--- config.mk ---
export PLATFORM = sky130hd
export DESIGN_NAME = spi_xfer_ctrl
export DESIGN_NICKNAME = d
export VERILOG_FILES = /design/src/rtl/spi_xfer_ctrl.sv
export SDC_FILE = /design/constraint.sdc
export NUM_CORES = 1
export LEC_CHECK = 0
export ABC_AREA = 1
export CORE_MARGIN = 3
export CORE_UTILIZATION = 60
export CTS_CLUSTER_DIAMETER = 40
export DETAILED_ROUTE_END_ITERATION = 12
export PLACE_DENSITY = 0.84
export SYNTH_ARGS = -nofsm -noshare
export SYNTH_HDL_FRONTEND = slang
export SYNTH_SLANG_ARGS = --single-unit
--- constraint.sdc ---
create_clock -name m_clk -period 3 [get_ports m_clk]
set_clock_uncertainty 0.2 [all_clocks]
set_input_delay 0.6 -clock m_clk [delete_from_list [all_inputs] [get_ports m_clk]]
set_output_delay 0.6 -clock m_clk [all_outputs]
set_load 0.03 [all_outputs]
--- src/rtl/spi_xfer_ctrl.sv ---
// rtl/spi_xfer_ctrl.sv - single-word SPI mode-0 master transfer sequencer
`timescale 1ns/1ps
module spi_xfer_ctrl #(
    parameter int DATA_W       = 8,
    parameter int CS_HOLD      = 4,
    parameter int IDLE_GAP     = 2,
    parameter int EDGE_TIMEOUT = 64
) (
    input  logic              m_clk,
    input  logic              nrst,
    input  logic              start,
    input  logic [DATA_W-1:0] tx_data,
    output logic              busy,
    output logic              done,
    output logic              err,
    output logic [DATA_W-1:0] rx_data,
    output logic              spi_cs,
    input  logic              spi_clk,
    output logic              mosi,
    input  logic              miso
);

    localparam int BIT_W  = $clog2(DATA_W + 1);
    localparam int TO_W   = $clog2(EDGE_TIMEOUT + 1);
    localparam int HOLD_W = $clog2(CS_HOLD + 1);
    localparam int GAP_W  = $clog2(IDLE_GAP + 1);

    localparam logic [BIT_W-1:0]  LP_BITS      = BIT_W'(DATA_W);
    localparam logic [TO_W-1:0]   LP_TO_LAST   = TO_W'(EDGE_TIMEOUT - 1);
    localparam logic [HOLD_W-1:0] LP_HOLD_LAST = HOLD_W'(CS_HOLD - 1);
    localparam logic [GAP_W-1:0]  LP_GAP_LAST  = GAP_W'(IDLE_GAP - 1);

    typedef enum logic [1:0] {
        ST_IDLE = 2'd0,
        ST_XFER = 2'd1,
        ST_HOLD = 2'd2,
        ST_GAP  = 2'd3
    } state_t;

    state_t              r_state;
    logic                r_spi_clk_q;
    logic [DATA_W-1:0]   r_tx_shift;
    logic [DATA_W-1:0]   r_rx_shift;
    logic [BIT_W-1:0]    r_bit_cnt;
    logic [TO_W-1:0]     r_to_cnt;
    logic [HOLD_W-1:0]   r_hold_cnt;
    logic [GAP_W-1:0]    r_gap_cnt;
    logic                r_cs;
    logic                r_busy;
    logic                r_done;
    logic                r_err;
    logic [DATA_W-1:0]   r_rx_data;

    logic                w_rise;
    logic                w_fall;

    // spi_clk comes from a divider clocked by m_clk, so a one-flop history is enough
    assign w_rise = spi_clk & ~r_spi_clk_q;
    assign w_fall = ~spi_clk & r_spi_clk_q;

    // mosi is the tx shift register MSB; the register is zeroed outside a frame
    assign mosi    = r_tx_shift[DATA_W-1];
    assign spi_cs  = r_cs;
    assign busy    = r_busy;
    assign done    = r_done;
    assign err     = r_err;
    assign rx_data = r_rx_data;

    // frame sequencer: edge tracking, shifting, CS hold, inter-frame gap, stall abort
    always_ff @(posedge m_clk) begin
        if (!nrst) begin
            r_state     <= ST_IDLE;
            r_spi_clk_q <= 1'b0;
            r_tx_shift  <= '0;
            r_rx_shift  <= '0;
            r_bit_cnt   <= '0;
            r_to_cnt    <= '0;
            r_hold_cnt  <= '0;
            r_gap_cnt   <= '0;
            r_cs        <= 1'b1;
            r_busy      <= 1'b0;
            r_done      <= 1'b0;
            r_err       <= 1'b0;
            r_rx_data   <= '0;
        end else begin
            r_spi_clk_q <= spi_clk;
            r_done      <= 1'b0;
            r_err       <= 1'b0;
            case (r_state)
                ST_IDLE: begin
                    if (start) begin
                        r_tx_shift <= tx_data;
                        r_bit_cnt  <= '0;
                        r_to_cnt   <= '0;
                        r_cs       <= 1'b0;
                        r_busy     <= 1'b1;
                        r_state    <= ST_XFER;
                    end
                end
                ST_XFER: begin
                    if (w_rise) begin
                        r_rx_shift <= {r_rx_shift[DATA_W-2:0], miso};
                        if (r_bit_cnt < LP_BITS) begin
                            r_bit_cnt <= r_bit_cnt + 1'b1;
                        end
                    end
                    if (w_fall) begin
                        if (r_bit_cnt == LP_BITS) begin
                            // last bit stays on mosi through the hold window
                            r_hold_cnt <= '0;
                            r_state    <= ST_HOLD;
                        end else begin
                            r_tx_shift <= {r_tx_shift[DATA_W-2:0], 1'b0};
                        end
                    end
                    if (w_rise || w_fall) begin
                        r_to_cnt <= '0;
                    end else if (r_to_cnt == LP_TO_LAST) begin
                        // divider stalled: close the frame without touching rx_data
                        r_tx_shift <= '0;
                        r_gap_cnt  <= '0;
                        r_cs       <= 1'b1;
                        r_done     <= 1'b1;
                        r_err      <= 1'b1;
                        r_state    <= ST_GAP;
                    end else begin
                        r_to_cnt <= r_to_cnt + 1'b1;
                    end
                end
                ST_HOLD: begin
                    if (r_hold_cnt == LP_HOLD_LAST) begin
                        r_tx_shift <= '0;
                        r_rx_data  <= r_rx_shift;
                        r_gap_cnt  <= '0;
                        r_cs       <= 1'b1;
                        r_done     <= 1'b1;
                        r_state    <= ST_GAP;
                    end else begin
                        r_hold_cnt <= r_hold_cnt + 1'b1;
                    end
                end
                ST_GAP: begin
                    if (r_gap_cnt == LP_GAP_LAST) begin
                        r_busy  <= 1'b0;
                        r_state <= ST_IDLE;
                    end else begin
                        r_gap_cnt <= r_gap_cnt + 1'b1;
                    end
                end
                default: begin
                    r_state <= ST_IDLE;
                end
            endcase
        end
    end

endmodule
* Word level (Yosys, flattened, before mapping) *
Cells that the tools add are included.

storage, ports and cells
  flip-flop bits (word level) = 47
  input bits = 13
  output and inout port bits = 13
  logic and storage cells = 103

cells by class
  add/subtract/negate cells = 4
  order comparisons = 1
  eq/ne operators = 19
  multiplexer cells = 44
  bitwise gates (word level) = 4
  reductions and logical operators = 18

operators by type and width
  operator                                                               count
  8-bit 2-to-1 mux                                                       6
  8-bit case mux with 3 select lines                                     1
  2-bit 2-to-1 mux                                                       11
  2-bit inequality test, second input constant                           11
  7-bit 2-to-1 mux                                                       3
  7-bit case mux with 2 select lines                                     1
  4-bit 2-to-1 mux                                                       3
  3-bit AND reduction                                                    4
  5-bit AND reduction                                                    2
  1-bit 2-to-1 mux                                                       9
  3-bit 2-to-1 mux                                                       3
  2-bit case mux with 4 select lines                                     1
  4-bit case mux with 2 select lines                                     1
  4-bit AND reduction                                                    2
  7-bit by 1-bit adder with 7-bit output, second input constant          1
  7-bit by 6-bit equality test with 1-bit output, second input constant  1
  2-bit case mux with 3 select lines                                     1
  3-bit case mux with 2 select lines                                     1
  2-bit AND reduction                                                    3
  2-bit nonzero test                                                     3
  3-bit nonzero test                                                     2
  4-bit by 1-bit adder with 4-bit output, second input constant          1
  2-bit by 1-bit equality test with 1-bit output, second input constant  2
  2-bit equality test, second input constant                             2
  12 further kinds                                                       15

* Depth between registers and ports, before layout *
  depth after elaboration = 6
  mapped depth = 11
  depth with buffers taken out = 10

* Worst setup path before layout *
Ideal clock, no wire load.

  path kind = input port to flip-flop
  start point = input spi_clk
  end point = register r_to_cnt[2]
  setup time = 0.121 ns
  arrival = 1.550 ns
  required time = 2.679 ns
  slack = 1.128 ns
  stages on the path = 10
  path buffers = 0
  cell sequence = inv_1 > ha_1 > nand2_1 > inv_1 > nand3_2 > nand2_4 > inv_2 > nand2_1 > xor2_1 > nor2_1

between the ends
  word-level cells in the longest chain between the ends = 5
  elaborated cells on any way between the ends = 8
  classes of those cells = 1 x eq/ne; 2 x mux; 3 x bitwise; 2 x reduce/logical

RTL lines
  item                                                                                               RTL line  text
  from (decl)                                                                                        18        input logic spi_clk,
  1-bit inverter                                                                                     59        assign w_fall = ~spi_clk & r_spi_clk_q;
  1-bit AND                                                                                          59
  1-bit logical OR (*)                                                                               116       if (w_rise || w_fall) begin
  3-bit inequality test (no source line) / 7-bit 2-to-1 mux (equally long branches)                  -
  3-bit AND reduction (no source line) / 7-bit case mux with 2 select lines (equally long branches)  -
  to (signal assigned)                                                                               127       r_to_cnt <= r_to_cnt + 1'b1;
  to (decl)                                                                                          45        logic [TO_W-1:0] r_to_cnt;

Every way passes the cells marked *; elsewhere a longest branch is shown, timed or not.
A chain may end at the register's enable or synchronous reset.

* Worst setup path in the final report *
Same ends and word-level chain as after synthesis.

==> flow_metrics.py <==
metrics = {
    "drt": {
        "num_vias": 2102,
        "wirelength_mm": 4.77,
        "wl_per_cell_um": 12.2,
        "dr.pass1.iters": 4,
        "drtIter0Drc": 124,
        "vias_per_cell": 5.40,
        "drc": 0,
        "drtAntennaViolNets": 0,
    },
    "clock_network": {
        "worstSkewPairLatency_ns": 0.30,
        "hold_buffers": 0,
        "cts_tree": "built",
        "root_buffer": "clkbuf_8",
        "clkSinkCount": 47,
        "clockBufferDepth": 2,
        "cts-buffers-inserted": 5,
        "ctsHtreeMaxLevel": 2,
        "clk_pin_slew_ns": 0.08,
        "ctsResizeCount": 0,
        "post_cts_buffers": 0,
    },
    "sta": {
        "fin_setup_tns_ns": 0,
        "fmax_mhz": 444,
        "layout_min_cycle_time_ns": 2.25,
        "finalCritPeriodShare_pct": 75.0,
        "rsz0062_at_grt": "no",
        "maxSlewHeadroom_pct": 63.1,
        "finalSetupViolations": 0,
        "hold_violations": 0,
        "maxSlewViolCount": 0,
        "worst_pin_slew_ns": 0.552,
    },
    "worst_hold_path": {
        "min_from": "r_to_cnt[6]",
        "hold_class": "reg -> reg",
        "holdPathEnd": "r_to_cnt[6]",
        "holdPathStages": 2,
    },
    "yosys": {
        "ys_warn_count": 0,
        "synth_compound_area_share_pct": 17.6,
        "synth_cell_types": 27,
        "synth_mux_area_share_pct": 0,
        "synth_top_family_by_area": "simple AND/OR/NAND/NOR gates",
        "netlist_instances": 314,
        "synth_xor_area_share_pct": 0.383,
        "ys_seq_area_share_pct": 41.2,
        "synth_fp_nets": 339,
        "synthSimpleGateAreaFrac_pct": 25.0,
        "synth.ff_latch_count": 47,
        "avgSynthCellArea_sq_um": 7.28,
        "syn_area_sq_um": 2290,
        "yosys.area_share.adder_pct": 6.57,
    },
    "finish": {
        "n_antenna_cell": 0,
        "nNetsFinal": 367,
        "drive_gt1_share_pct": 7.00,
        "multi_input_area_sq_um": 1130,
        "area_growth_pct": 17.2,
        "nFillCells": 264,
        "seq_area_sq_um": 941,
        "stdcell_count": 389,
    },
    "grt": {
        "grt_max_degree": 21,
        "grt_pass1_wl_mm": 8.31,
        "track_usage_pct": 23.6,
        "grtUsageMet3_pct": 4.16,
        "grt_util_met2_pct": 42.2,
        "grt_overflow": 0,
        "grt_pass1_vias": 1995,
        "grt-busiest-layer": "met2",
        "use_met1_pct": 27.6,
        "antenna_found_initial": 0,
    },
    "critical_path": {
        "r2r_slack_ns": 0.83,
        "arrival_ns": 2.24,
        "reg2reg_from": "r_state[0]",
        "setup.worst_path.class": "in -> reg",
        "r2r_end": "r_tx_shift[1]",
        "ff2ff_path_depth": 9,
        "critPathMaxFanout": 6,
        "cp-end-kind": "flip-flop",
        "cp-start-kind": "input port",
        "startpoint": "spi_clk",
        "crit_required_ns": 2.99,
    },
    "run_status": {
        "status": "finished clean",
    },
    "place": {
        "portBuffers": 25,
        "post-place-cells": 381,
        "dp_hpwl_mm": 3.49,
        "place_congestion": 0.836,
    },
    "die": {
        "chipHeight_um": 67.7,
        "boundaryPins": 26,
        "core_sq_um": 3490,
        "die_x_um": 67.7,
        "initial_core_util_pct": 65.4,
        "row_count": 21,
        "die_area_sq_um": 4590,
    },
    "pwr": {
        "p_comb_share_pct": 16.8,
        "switching_power_w": 0.000389,
        "p_leak_nw": 1.09,
        "ir_worst_vdd_v": 0.000460,
        "powerDensity_nw_per_um2": 517,
        "power.internal_w": 0.000998,
        "clock_power_share_pct": 34.2,
        "p_seq_share_pct": 49.0,
        "p_sw_share_pct": 28.0,
    },
    "job": {
        "drv_cap": 0,
    },
}
-- per-layer routing --
layer,part of all wire (%),wire length [um]
met5,0,0
met2,48,2290
met1,46,2170
met4,2.3,109
met3,4.1,194
-- worst max-delay path, cell delays in order --
cell	delay (ns)
clkdlybuf4s50_1	0.50
inv_1	0.06
ha_1	0.31
nand2_1	0.06
inv_1	0.11
nand3_2	0.15
nand2_4	0.12
inv_2	0.07
nand2_1	0.07
xor2_1	0.15
nor2_1	0.05
-- Yosys cell counts (all sizes together) --
master / count / share of area, %
nand2: 44 / 7.8
a211oi: 3 / 0.99
clkbuf: 1 / 0.16
a21oi: 28 / 6.1
and2: 1 / 0.27
a31oi: 1 / 0.27
o21ai: 39 / 8.9
nand3: 18 / 4.6
dfxtp: 47 / 41
xor2: 1 / 0.38
nand4: 4 / 1.1
nor2: 60 / 11
nor2b: 1 / 0.27
o21a: 3 / 0.99
o211ai: 1 / 0.33
buf: 5 / 1.8
inv: 45 / 7.4
ha: 12 / 6.6
-- sequential cells by signal, summed over array words and instances (netlist names), named ones only --
name	flops
busy	1
done	1
err	1
r_bit_cnt	4
r_gap_cnt	2
r_hold_cnt	3
r_rx_shift	8
r_spi_clk_q	1
r_state	1
r_to_cnt	7
r_tx_shift	8
rx_data	8
spi_cs	1
-- final cells by class --
cell class / instances / area share, %
well taps: 46 / 2.15
multi-input cells: 216 / 42.2
clock buffers: 5 / 2.57
clock inverters: 3 / 1.77
repair buffers: 27 / 9.90
flip-flops and latches: 47 / 35.1
inverters: 45 / 6.30
-- kinds of logic (layout without fill, tap and decap cells) --
logic type	Yosys count	count (layout)
buffers and inverters	51	80
adders and majority gates	12	12
DFF	47	47
AOI/OAI and AO/OA	75	75
and+or+nand+nor	128	128
xor gates and xnor gates	1	1
-- metrics by stage --
stage	worst slack [ns]	util [%]	hold slack [ns]	cell area (sq um)	power, W
finish	0.749	76.7	0.264	2680	0.00139
global route	0.581	76.7	0.291	2680	0.00145
CTS	0.755	76.7	0.262	2680	0.00139
detailed placement	0.444	73.4	0.248	2560	0.000922
global placement	0.510	73.4	0.250	2560	0.000914
floorplan	1.13	-	0.231	2290	0.000861
-- power by group through the flow --
stage | Sequential, W | Combinational, W | Clock (W)
after detailed placement | 0.000693 | 0.000229 | 0
after global placement | 0.000692 | 0.000223 | 0
after floorplan | 0.000697 | 0.000164 | 0
final | 0.000679 | 0.000232 | 0.000474
after global routing | 0.000684 | 0.000263 | 0.000505
after CTS | 0.000679 | 0.000232 | 0.000479
-- cell usage in the layout, fill, tap and decap left out, types with 2 or more instances in the layout --
cell	n
nand2_1	41
nand2_2	2
nand3_1	15
clkdlybuf4s50_1	25
o21a_1	3
buf_4	2
nand3_2	3
a21oi_1	28
ha_1	12
o21ai_0	36
inv_1	43
o21ai_2	2
nand4_1	4
dfxtp_1	47
a211oi_1	3
clkbuf_8	5
inv_2	2
nor2_4	3
nor2_1	56
-- worst max path at each step --
| stage | to | slack (ns) |
|---|---|---|
| after floorplan | r_to_cnt[2] | 1.13 |
| after global placement | r_to_cnt[2] | 0.51 |
| after detailed placement | r_to_cnt[2] | 0.44 |
| after CTS | r_to_cnt[2] | 0.75 |
| after global routing | r_to_cnt[2] | 0.58 |
| final | r_to_cnt[2] | 0.75 |
(Power assumes the default switching activity.)
==> variant 1 (config.mk and constraints unchanged) <==
`DATA_W`: 8 -> 16.
--- a/src/rtl/spi_xfer_ctrl.sv
+++ b/src/rtl/spi_xfer_ctrl.sv
@@ -1,7 +1,7 @@
 // rtl/spi_xfer_ctrl.sv - single-word SPI mode-0 master transfer sequencer
 `timescale 1ns/1ps
 module spi_xfer_ctrl #(
-    parameter int DATA_W       = 8,
+    parameter int DATA_W       = 16,
     parameter int CS_HOLD      = 4,
     parameter int IDLE_GAP     = 2,
     parameter int EDGE_TIMEOUT = 64
Ports: changed (resized rx_data and tx_data); port bits go from 26 to 42. The function was not compared with the original's and may differ.
==> variant 1 against the original RTL <==
Critical path depth fell by 3. Wire length rose by 57%. Power rose by 52%. Via count rose by 51%. Combinational power rose by 34%. Setup slack got worse by 0.20 ns. Design area rose by 49%. Area after synthesis rose by 47%. Sequential cell count rose by 25. Critical endpoint is now r_tx_shift[1]. Largest cell class unchanged.
==> variant 1: results (changes against the original RTL) <==
[metrics] dominant cells by area after synthesis: sky130_fd_sc_hd__dfxtp_1, sky130_fd_sc_hd__nor2_1, sky130_fd_sc_hd__o21ai_0
[metrics] fraction of synthesis flops using an asynchronous set or reset pin: 0% (unchanged)
[metrics] unique cell type count in the Yosys netlist: 28 (+3.7%)
[metrics] number of antenna violations at the first check in global routing: 0 (unchanged)
[metrics] antenna fix cells: 0 (unchanged)
[metrics] worst-path fanout max: 11 (+5)
[metrics] sequential element share of the synthesized area: 42.79% (+1.6 points)
[metrics] Placed Cells: 572 (+50%)
[metrics] total routed wirelength: 7481 um (+57%)
[metrics] root buf cell: sky130_fd_sc_hd__clkbuf_8
[metrics] Num CTS Buffers: 9 (+4)
[metrics] number of global-route vias before repair: 2956 (+48%)
[metrics] largest net degree at the start of global routing: 50 (+140%)
[metrics] CTS H-tree depth: 3 (+1)
[metrics] type of the worst min-delay path: flop to flop
[metrics] Final Instance Count excl. Fillers: 588 (+51%)
[metrics] cell leakage power: 0.001639 uW (+50%)
[metrics] DRT Pass-1 Iters: 5 (+1)
[metrics] count of yosys warnings during synthesis: 0 (unchanged)
[metrics] post-detail-place hpwl: 5045 um (+45%)
[metrics] global-route usage over all layers: 24.57% (+1.0 points)
[metrics] cell types with the highest counts after synthesis: sky130_fd_sc_hd__nor2_1, sky130_fd_sc_hd__dfxtp_1, sky130_fd_sc_hd__nand2_1
[metrics] worst-case vdd ir drop: 0.3422 mV (-26%)
[metrics] result of the run: completed
[metrics] WP data arrival: 2.53 ns (+0.29 ns)
[metrics] Avg Cell Area, Syn: 7.091 um^2 (-2.6%)
[metrics] setup TNS after final layout: 0 ns (unchanged)
[metrics] via total after detailed routing: 3164 (+51%)
[metrics] later-pin clock latency in the skew report: 0.34 ns (+0.04 ns)
[metrics] clock transition time at the flip-flop clock pins of the worst setup and hold paths: 0.07 ns
[metrics] PostCTS Resize Cnt: 0 (unchanged)
[metrics] first-pass GRT wire length: 12720 um (+53%)
[metrics] worst slew pin tran: 0.6066 ns (+0.05436 ns)
[metrics] RePlAce Congestion: 0.7868 (-5.8%)
[metrics] fraction of layout instances using a drive strength above 1: 7.722% (+0.72 points)
[metrics] antenna-violating nets left: 0 (unchanged)
[metrics] count of input and output buffers: 41 (+64%)
[metrics] Max Buffers Root-to-Sink: 2 (unchanged)
[metrics] setup fix buffers added after clock tree synthesis: 0 (unchanged)
[metrics] Pint: 1525 uW (+53%)
[metrics] 1st-iter DRT viols: 203 (+64%)
[metrics] Nets: 546 (+49%)
[metrics] nets in the synthesized netlist: 508 (+50%)
-- variant 1: cell families (layout without fill, tap and decap cells) --
kind of cell	after synthesis	in the layout	share of synthesized area, %
buffers and inverters	77	120	9.658
adders and majority gates	12	12	4.458
AOI/OAI and AO/OA	108	108	16.83
and+or+nand+nor	206	206	26.26
DFF	72	72	42.79
-- variant 1: worst max-delay path: stages --
cell and delay (ns):
sky130_fd_sc_hd__clkdlybuf4s50_1 0.52, sky130_fd_sc_hd__inv_1 0.06, sky130_fd_sc_hd__ha_1 0.39, sky130_fd_sc_hd__nand3_2 0.14, sky130_fd_sc_hd__nand3_1 0.18, sky130_fd_sc_hd__inv_1 0.35
sky130_fd_sc_hd__nand3_1 0.13, sky130_fd_sc_hd__a21oi_1 0.15
-- variant 1: routing by layer --
| layer | up-vias | track usage, % | routed length [um] |
|---|---|---|---|
| li1 | 1611 | - | - |
| met5 | - | 0 | 0 |
| met4 | 0 | 10.14 | 142 |
| met3 | 17 | 4.989 | 334 |
| met1 | 1440 | 30.12 | 3305 |
| met2 | 96 | 41.95 | 3698 |
-- variant 1: layout make-up --
cell class,instances,area (um^2)
Multi-Input combinational cell,326,1602
Sequential cell,72,1441
Fill cell,423,1280
Timing Repair Buffer,45,440.4
Inverter,59,221.5
Clock buffer,11,141.4
Tap cell,70,87.58
Clock inverter,5,56.30
-- variant 1: final timing paths --
kind,startpoint,endpoint,slack (ns),cells past startpoint
max,spi_clk,r_tx_shift[1],0.55,8
min,r_to_cnt[6],r_to_cnt[6],0.25,2
max reg2reg,flop,r_rx_shift[1],0.70,6
min reg2reg,r_to_cnt[6],r_to_cnt[6],0.25,2
-- variant 1: power groups by stage --
stage | clock network, uW | logic, uW | registers [uW]
floorplan | 0 | 222 | 1060
global placement | 0 | 295 | 1050
detailed placement | 0 | 304 | 1050
CTS | 775 | 308 | 1030
global route | 814 | 348 | 1040
finish | 764 | 310 | 1040
-- variant 1: stage by stage --
step | setup slack [ns] | power [uW] | hold slack (ns) | instance area (um^2) | util, %
after floorplan | 1.100 | 1278 | 0.2124 | 3368 | -
after global placement | 0.3121 | 1347 | 0.2196 | 3792 | 71.96
after detailed placement | 0.2209 | 1359 | 0.2259 | 3792 | 71.96
after CTS | 0.5738 | 2118 | 0.2483 | 3990 | 75.71
after global routing | 0.3500 | 2203 | 0.2656 | 3990 | 75.71
final | 0.5463 | 2109 | 0.2550 | 3990 | 75.71
==> variant 2 (same settings) <==
Made on the original files. Re-encode `state_t` (4 states) as one-hot, 4 bits wide.
--- a/src/rtl/spi_xfer_ctrl.sv
+++ b/src/rtl/spi_xfer_ctrl.sv
@@ -30,11 +30,11 @@
     localparam logic [HOLD_W-1:0] LP_HOLD_LAST = HOLD_W'(CS_HOLD - 1);
     localparam logic [GAP_W-1:0]  LP_GAP_LAST  = GAP_W'(IDLE_GAP - 1);
 
-    typedef enum logic [1:0] {
-        ST_IDLE = 2'd0,
-        ST_XFER = 2'd1,
-        ST_HOLD = 2'd2,
-        ST_GAP  = 2'd3
+    typedef enum logic [3:0] {
+        ST_IDLE = 4'b0001,
+        ST_XFER = 4'b0010,
+        ST_HOLD = 4'b0100,
+        ST_GAP  = 4'b1000
     } state_t;
 
     state_t              r_state;
Formal check against the unedited RTL: same outputs for any inputs over 10 cycles, from zero or initial values and one cycle with nrst low; not proved beyond that.
==> variant 2 against the original RTL <==
Count of clock-buffer cells in the layout is 1 higher. Critical endpoint is now r_to_cnt[4]. Register-to-register slack better by 0.23 ns. Largest cell class unchanged. Worst hold slack got worse by 0.0014 ns. Sequential cell count increased by 2. Area after synthesis rose by 3.8%. Setup slack gained 0.11 ns. Design area rose by 3.3%. First-iteration DRC count rose by 130%. Die area increased by 3.5%. Highest routed layer unchanged. Via count rose by 3.2%. Wire length increased by 5.4%. Global-route usage decreased by 0.25 points.
Power is not compared: it rests on default switching activity, and its combinational part moved more than twofold at a synthesized area within 25%.
==> variant 2: results (changes against the original RTL) <==
[metrics] result of the run: completed
[metrics] WP data arrival: 2.19 ns (-0.05 ns)
[metrics] sequential element share of the synthesized area: 41.33% (+0.17 points)
[metrics] number of global-route vias before repair: 1904 (-4.6%)
[metrics] post-detail-place hpwl: 3554 um (+1.9%)
[metrics] fraction of layout instances using a drive strength above 1: 12.96% (+6.0 points)
[metrics] largest net degree at the start of global routing: 21 (unchanged)
[metrics] DRC: 0 (unchanged)
[metrics] Met2 Routed Length: 2387 um (+4.1%)
[metrics] count of fill cells added during filler insertion: 315 (+19%)
[metrics] clock transition time at the flip-flop clock pins of the worst setup and hold paths: 0.10 ns (+0.02 ns)
[metrics] total routed wirelength: 5021 um (+5.4%)
[metrics] end of the worst register-to-register path: r_tx_shift[4]
[metrics] Nets: 375 (+2.2%)
[metrics] worst-path fanout max: 4 (-2)
[metrics] length of routed met3 wiring: 273 um (+41%)
[metrics] worst hold slack after final layout: 0.2626 ns (-0.001405 ns)
[metrics] worst reg2reg path depth: 9 (unchanged)
[metrics] global-route usage over all layers: 23.31% (-0.25 points)
[metrics] PostCTS Resize Cnt: 0 (unchanged)
[metrics] met1 wire length: 2302 um (+6.1%)
[metrics] first-pass GRT wire length: 8349 um (+0.42%)
[metrics] worst min-delay path startpoint: r_hold_cnt[2]
[metrics] cell leakage power: 0.001118 uW
[metrics] fraction of synthesis flops using an asynchronous set or reset pin: 0% (unchanged)
[metrics] global-route met1 utilization: 30.65% (+3.0 points)
[metrics] relative slew slack: 75.44% (+12 points)
[metrics] 1st-iter DRT viols: 282 (+130%)
[metrics] worst-case setup slack after placement: 0.5674 ns (+0.1232 ns)
[metrics] nets in the synthesized netlist: 348 (+2.7%)
[metrics] dominant cells by area after synthesis: sky130_fd_sc_hd__dfxtp_1, sky130_fd_sc_hd__nand2_1, sky130_fd_sc_hd__a21oi_1
[metrics] met3 GRT Util: 4.538% (+0.38 points)
[metrics] worst min-delay path endpoint: r_hold_cnt[2]
[metrics] antenna fix cells: 0 (unchanged)
[metrics] area after detailed placement: 2671 um^2 (+4.2%)
[metrics] Global Route met2 Usage: 37.98% (-4.2 points)
[metrics] highest clock rate: 0.4667 GHz (+5.1%)
[metrics] cell types with the highest counts after synthesis: sky130_fd_sc_hd__nand2_1, sky130_fd_sc_hd__dfxtp_1, sky130_fd_sc_hd__a21oi_1
[metrics] setup fix buffers added after clock tree synthesis: 0 (unchanged)
[metrics] RePlAce Congestion: 0.9129 (+9.3%)
[metrics] CP endpoint: r_to_cnt[4]
[metrics] Critical R2R Launch: r_hold_cnt[0]
[metrics] post-detailed-route via-to-cell ratio: 5.382 (-0.40%)
[metrics] Reg2Reg Setup Slack: 1.06 ns (+0.23 ns)
[metrics] number of antenna violations at the first check in global routing: 0 (unchanged)
==> variant 2: cell families (layout without fill, tap and decap cells) <==
kind of cell / count (synthesis) / count (layout) / share of synthesized area [%]
buf+inv: 49 / 77 / 7.959
simple gates: 152 / 152 / 31.37
compound gates: 69 / 69 / 15.13
fa+ha+maj: 8 / 8 / 4.217
flops: 49 / 49 / 41.33
==> variant 2: final cells by class <==
| type | count | area [um^2] | share of cell area, % |
|---|---|---|---|
| timing repair buffer | 28 | 272.8 | 9.855 |
| multi-input combinational | 229 | 1204 | 43.49 |
| clock inverter | 2 | 13.76 | 0.4973 |
| tap | 48 | 60.06 | 2.170 |
| inverter | 41 | 153.9 | 5.561 |
| clock buffer | 6 | 82.58 | 2.984 |
| sequential | 49 | 980.9 | 35.44 |
==> variant 2: metrics by stage <==
step           std cells  power [uW]
3_5_place_dp         395        1491
4_1_cts              403        1896
3_3_place_gp         395        1472
2_1_floorplan        327        1326
6_report             403        1892
5_1_grt              403        2004
==> variant 2: power breakdown <==
part | total, uW | internal [uW] | switching, uW
sequential | 822 | 749 | 73.2
clock | 409 | 187 | 222
combinational | 661 | 228 | 432
total | 1890 | 1160 | 728
==> variant 2: critical path, cell delays in order <==
cell,delay [ns]
sky130_fd_sc_hd__clkdlybuf4s50_1,0.50
sky130_fd_sc_hd__inv_1,0.05
sky130_fd_sc_hd__ha_1,0.33
sky130_fd_sc_hd__nand3_1,0.14
sky130_fd_sc_hd__nor2_2,0.19
sky130_fd_sc_hd__inv_1,0.09
sky130_fd_sc_hd__nand2_2,0.10
sky130_fd_sc_hd__nand2_1,0.05
sky130_fd_sc_hd__a21oi_1,0.13
